### config.mk
export PLATFORM = sky130hd
export DESIGN_NAME = blvds_frame_tx
export DESIGN_NICKNAME = d
export VERILOG_FILES = /design/src/rtl/blvds_frame_tx.sv
export SDC_FILE = /design/constraint.sdc
export NUM_CORES = 1
export LEC_CHECK = 0
export BUFFER_PORTS_ARGS = -buffer_cell sky130_fd_sc_hd__buf_2
export CAP_MARGIN = 10
export CORE_MARGIN = 3
export CORE_UTILIZATION = 42
export DETAILED_ROUTE_END_ITERATION = 7
export PLACE_DENSITY = 0.66
export RECOVER_POWER = 25
export SETUP_SLACK_MARGIN = 0.05
export SYNTH_ARGS = -nofsm -noshare
export SYNTH_HDL_FRONTEND = slang
export SYNTH_SLANG_ARGS = --single-unit
### constraint.sdc
create_clock -name i_clk -period 1.8 [get_ports i_clk]
set_clock_uncertainty 0.1 [all_clocks]
set_input_delay 0 -clock i_clk [delete_from_list [all_inputs] [get_ports i_clk]]
set_output_delay 0 -clock i_clk [all_outputs]
set_load 0.05 [all_outputs]
### src/rtl/blvds_frame_tx.sv
// blvds_frame_tx
//   Half-duplex Bus-LVDS link transmitter. Takes one DATA_W word per frame and
//   serialises it onto the shared differential link through the bidirectional
//   pad wrapper. The block owns bus turnaround: it enables the pad driver, sends
//   a lead-in, start bit, data (LSB first), optional even parity, stop bit and
//   trailer, then releases the line.
//
// Ports
//   i_clk        system clock, all logic on the rising edge
//   i_reset_n    synchronous reset, active low
//   i_tx_data    word to send, captured on accept
//   i_tx_valid   word available
//   o_tx_ready   block can accept a word this cycle (combinational)
//   i_rx_busy    remote activity seen by the receiver; defers a new frame
//   o_doutp      serial data to the pad wrapper
//   o_oe         pad driver enable (1 = this end drives the link)
//   o_busy       frame in progress
//   o_tx_done    one-cycle pulse on the cycle after the last bit period
module blvds_frame_tx #(
    parameter int unsigned DATA_W     = 16,
    parameter int unsigned CLK_DIV    = 4,
    parameter int unsigned LEAD_BITS  = 2,
    parameter int unsigned TRAIL_BITS = 1,
    parameter bit          PARITY_EN  = 1'b1
) (
    input  logic              i_clk,
    input  logic              i_reset_n,
    input  logic [DATA_W-1:0] i_tx_data,
    input  logic              i_tx_valid,
    output logic              o_tx_ready,
    input  logic              i_rx_busy,
    output logic              o_doutp,
    output logic              o_oe,
    output logic              o_busy,
    output logic              o_tx_done
);

    localparam int unsigned MAX_BITS =
        (DATA_W >= LEAD_BITS && DATA_W >= TRAIL_BITS) ? DATA_W :
        ((LEAD_BITS >= TRAIL_BITS) ? LEAD_BITS : TRAIL_BITS);
    localparam int unsigned CNT_W = $clog2(MAX_BITS + 1);
    localparam int unsigned DIV_W = (CLK_DIV > 1) ? $clog2(CLK_DIV) : 1;

    localparam logic [DIV_W-1:0] DIV_LAST   = DIV_W'(CLK_DIV - 1);
    localparam logic [CNT_W-1:0] LEAD_LAST  = CNT_W'(LEAD_BITS - 1);
    localparam logic [CNT_W-1:0] DATA_LAST  = CNT_W'(DATA_W - 1);
    localparam logic [CNT_W-1:0] TRAIL_LAST = CNT_W'((TRAIL_BITS != 0) ? (TRAIL_BITS - 1) : 0);

    typedef enum logic [2:0] {
        StIdle,
        StLead,
        StStart,
        StData,
        StParity,
        StStop,
        StTrail
    } state_e;

    state_e              r_state;
    logic [DIV_W-1:0]    r_timer;
    logic [CNT_W-1:0]    r_cnt;
    logic [DATA_W-1:0]   r_shift;
    logic                r_par;
    logic                r_done;

    state_e              w_state_d;
    logic [DIV_W-1:0]    w_timer_d;
    logic [CNT_W-1:0]    w_cnt_d;
    logic [DATA_W-1:0]   w_shift_d;
    logic                w_par_d;
    logic                w_done_d;
    logic                w_accept;
    logic                w_bit_end;

    assign o_tx_ready = (r_state == StIdle) & ~i_rx_busy & i_reset_n;
    assign w_accept   = i_tx_valid & o_tx_ready;
    assign w_bit_end  = (r_timer == '0);

    // Next-state logic. r_cnt holds the number of bits still to go in the
    // current multi-bit state after the one in progress.
    always_comb begin
        w_state_d = r_state;
        w_timer_d = r_timer;
        w_cnt_d   = r_cnt;
        w_shift_d = r_shift;
        w_par_d   = r_par;
        w_done_d  = 1'b0;

        if (r_state == StIdle) begin
            if (w_accept) begin
                w_state_d = StLead;
                w_timer_d = DIV_LAST;
                w_cnt_d   = LEAD_LAST;
                w_shift_d = i_tx_data;
                w_par_d   = ^i_tx_data;
            end
        end else if (!w_bit_end) begin
            w_timer_d = r_timer - 1'b1;
        end else begin
            w_timer_d = DIV_LAST;
            case (r_state)
                StLead: begin
                    if (r_cnt == '0) begin
                        w_state_d = StStart;
                    end else begin
                        w_cnt_d = r_cnt - 1'b1;
                    end
                end
                StStart: begin
                    w_state_d = StData;
                    w_cnt_d   = DATA_LAST;
                end
                StData: begin
                    w_shift_d = r_shift >> 1;
                    if (r_cnt == '0) begin
                        w_state_d = PARITY_EN ? StParity : StStop;
                    end else begin
                        w_cnt_d = r_cnt - 1'b1;
                    end
                end
                StParity: begin
                    w_state_d = StStop;
                end
                StStop: begin
                    if (TRAIL_BITS != 0) begin
                        w_state_d = StTrail;
                        w_cnt_d   = TRAIL_LAST;
                    end else begin
                        w_state_d = StIdle;
                        w_timer_d = '0;
                        w_cnt_d   = '0;
                        w_done_d  = 1'b1;
                    end
                end
                StTrail: begin
                    if (r_cnt == '0) begin
                        w_state_d = StIdle;
                        w_timer_d = '0;
                        w_done_d  = 1'b1;
                    end else begin
                        w_cnt_d = r_cnt - 1'b1;
                    end
                end
                default: begin
                    w_state_d = StIdle;
                    w_timer_d = '0;
                    w_cnt_d   = '0;
                end
            endcase
        end
    end

    always_ff @(posedge i_clk) begin
        if (!i_reset_n) begin
            r_state <= StIdle;
            r_timer <= '0;
            r_cnt   <= '0;
            r_shift <= '0;
            r_par   <= 1'b0;
            r_done  <= 1'b0;
        end else begin
            r_state <= w_state_d;
            r_timer <= w_timer_d;
            r_cnt   <= w_cnt_d;
            r_shift <= w_shift_d;
            r_par   <= w_par_d;
            r_done  <= w_done_d;
        end
    end

    // Line is held high everywhere except the start, data and parity bits.
    always_comb begin
        o_doutp = 1'b1;
        case (r_state)
            StStart:  o_doutp = 1'b0;
            StData:   o_doutp = r_shift[0];
            StParity: o_doutp = r_par;
            default:  o_doutp = 1'b1;
        endcase
    end

    assign o_oe      = (r_state != StIdle);
    assign o_busy    = (r_state != StIdle);
    assign o_tx_done = r_done;

endmodule

==> metrics.md <==
| Metric | Value |
|---|---|
| Run status | completed |
| Max incr delay on CP | 340 ps |
| Slew @ Worst Pin | 758 ps |
| Nets | 275 |
| Yosys cell types | 39 |
| First-pass GRT wire length | 6780 µm |
| Post-synth EDFFs | 0 |
| Iter 0 DRT Violations | 124 |
| Clock Latency Late Sink | 280 ps |
| Post-DR wirelength/cell | 15.0 µm |
| #FFs+latches synth | 28 |
| Register area | 563 µm² |
| # diodes | 0 |
| Drt drc | 0 |
| Largest net degree at the start of global routing | 33 |
| CTS Buf Count | 3 |
| Combined area of the multi-input logic cells | 1020 µm² |
| FILL cells | 304 |
| Dpl ws | -30.3 ps |
| Internal | 1.67 mW |
| GRT Total Usage | 0.195 |
| Area Growth Syn to Fin | 41.7% |
| DP HPWL | 2660 µm |
| Final hold violations | 0 |
| Root Buffer Master | clkbuf_8 |
| Tot Pwr | 2.69 mW |
| Vias | 1639 |
| Tcrit/Tclk final | 0.970 |
| Peak supply drop | 0.000697 V |
| Post-synth ARST share | 0 |
| Worst EP arrival | 1870 ps |
| Mean Syn Cell Area | 8.08 µm² |
| Width of the die | 67.3 µm |
| Vias in the first global route | 1425 |
| Switching power | 1.02 mW |
| YS warnings | 0 |
| Pins over their slew limit | 0 |
| Final WS setup | 54.8 ps |
| Final worst path period need | 1750 ps |
| Part of the power in the clock network | 0.189 |
| RePlAce Congestion | 0.836 |
| Startpoint types | flop |
| Post-Synthesis Net Count | 216 |
| H-tree depth | 1 |
| Worst hold path class | input port to flop |
| IO Count | 25 |
| Comb pwr share | 0.517 |
| DR pass1 iterations | 4 |
| Via density | 5.48 |
| Initial Util | 0.455 |
| Fmax | 0.573 GHz |
| Max cap viols | 0 |
| Die Area | 4520 µm² |
| Setup-failing EPs final | 0 |
| Post-Syn Area | 1580 µm² |
| Predominant post-synthesis flop cell | dfxtp_1 |
| CP required | 1920 ps |
| Share of layout cells above drive strength 1 | 0.300 |
| Initial antenna violation count | 0 |
| Total power divided by cell area | 1210 nW/µm² |
| Reg2Reg Setup Slack | 50 ps |
| Critical path class | flop to flop |
| Crit-path cells | inv_2, ha_4, nor4b_4, buf_4, nand2_4, o221a_4, o221ai_2, and2_1 |
| Worst setup EP type | flop |
| GRT Residual Overflow | 0 |
| Worst slew margin | 0.494 |
| Post-Route WL | 4490 µm |
| RSZ-0062 raised after global routing | true |
| Number of port buffers | 24 |
| Core Area | 3470 µm² |
| Power share of the sequential group | 0.295 |
| Clock Pin Slew Worst Setup and Hold Paths | 100 ps |
| Cell count after synthesis | 195 |
| CTS tree | built |
| Post-DRT Antenna Nets | 0 |
| Clock buffer depth | 2 |
| Sequential area share after synthesis | 0.356 |
| Hold slack | 165 ps |
| Rows | 21 |
| Leakage | 0.872 nW |
| Sw frac | 0.379 |
| Peak fanout along the critical path | 4 |
| Die height | 67.3 µm |
| CP max-delay cell | dfxtp_2 |
| CTS sink cnt | 28 |
-- Yosys cell counts, types with 3 or more instances --
master | number | area (µm²)
a21oi_1 | 11 | 55.1
a311oi_1 | 15 | 131
a31oi_1 | 3 | 18.8
buf_2 | 4 | 20.0
buf_4 | 6 | 45.0
clkbuf_1 | 3 | 11.3
dfxtp_1 | 28 | 561
inv_1 | 5 | 18.8
nand2_1 | 34 | 128
nor2_1 | 23 | 86.3
nor2b_1 | 4 | 25.0
nor3_1 | 5 | 25.0
o21ai_0 | 8 | 40.0
xnor2_1 | 13 | 114
-- power groups by stage --
stage | Sequential (mW) | Combinational, mW | Clock [mW]
2_1_floorplan | 0.786 | 0.759 | 0
3_3_place_gp | 0.785 | 1.10 | 0
5_1_grt | 0.804 | 1.51 | 0.532
4_1_cts | 0.779 | 1.23 | 0.518
6_report | 0.794 | 1.39 | 0.508
3_5_place_dp | 0.784 | 1.11 | 0
-- repair_timing --
item                       in CTS  in global routing
hold endpoints to repair       23                  0
gates resized for setup         9                 15
pin swaps                       3                  8
hold buffers                   18                  0
setup endpoints to repair       9                 24
setup buffers                   3                  3
cloned                          0                  2
-- layer usage --
metal	vias to the layer above	GRT usage	share of wire
li1	813	-	-
met1	765	0.289	0.47
met2	55	0.301	0.47
met3	6	0.0150	0.048
met4	0	0.0532	0.013
met5	-	0	0
-- logic make-up (layout without fill, tap and decap cells) --
family | count (synthesis) | after routing | share of synthesized area
adder cells (fa/ha/maj) | 1 | 1 | 0.00794
buffers and inverters | 20 | 76 | 0.0659
AO/OA/AOI/OAI | 52 | 54 | 0.246
flip-flops | 28 | 28 | 0.356
XOR/XNOR | 15 | 15 | 0.0833
AND/OR/NAND/NOR | 79 | 79 | 0.241
-- cell type report --
cell class | count | share of cell area
flip-flops and latches | 28 | 0.252
repair buffers | 66 | 0.219
inverters | 6 | 0.0134
clock buffers | 3 | 0.0185
clock inverters | 1 | 0.0134
well taps | 46 | 0.0258
multi-input cells | 149 | 0.458
-- worst max-delay path, delay by kind of cell (launching register included) --
family,cells,cell delay (ps)
AOI/OAI and AO/OA,2,390
buffers and inverters,2,270
and+or+nand+nor,3,460
adders and majority gates,1,140
DFF,1,340
-- stage by stage --
step | TNS (ps) | cells | utilization | instance area, µm²
after floorplan | 0 | 195 | - | 1600
after global placement | -0.672 | 269 | 0.526 | 1820
after detailed placement | -30.3 | 269 | 0.526 | 1820
after CTS | 0 | 294 | 0.614 | 2130
after global routing | -70.2 | 299 | 0.644 | 2230
final | 0 | 299 | 0.644 | 2230
-- state kept, by name, indices dropped and copies added, names as in the netlist --
register and count:
o_tx_done 1, r_cnt 5, r_par 1, r_shift 16, r_state 3, r_timer 2
-- final timing paths --
kind	start	to	cells past startpoint
max reg2reg	r_cnt[1]	r_cnt[0]	8
max	r_cnt[1]	r_cnt[0]	8
min	i_tx_valid	r_timer[0]	4
min reg2reg	r_shift[2]	r_shift[1]	2
-- cell usage in the layout, fill, tap and decap left out, drive strengths merged, types with 2 or more instances in the layout --
cell type    synthesis  final
o21bai               2      2
a311oi              15     15
nor2                23     23
dlygate4sd3          0     18
inv                  5      6
xnor2               13     13
o21ai                8      8
nor2b                4      4
o221ai               2      2
o211ai               2      2
nor3                 7      7
xor2                 2      2
clkbuf               4      5
nand2b               2      2
dfxtp               28     28
a22o                 1      3
buf                 10     46
a21oi               11     11
a31oi                3      3
and2                 2      2
a211oi               2      2
nand2               35     35
Note: power is estimated with default switching activity, not from simulation.
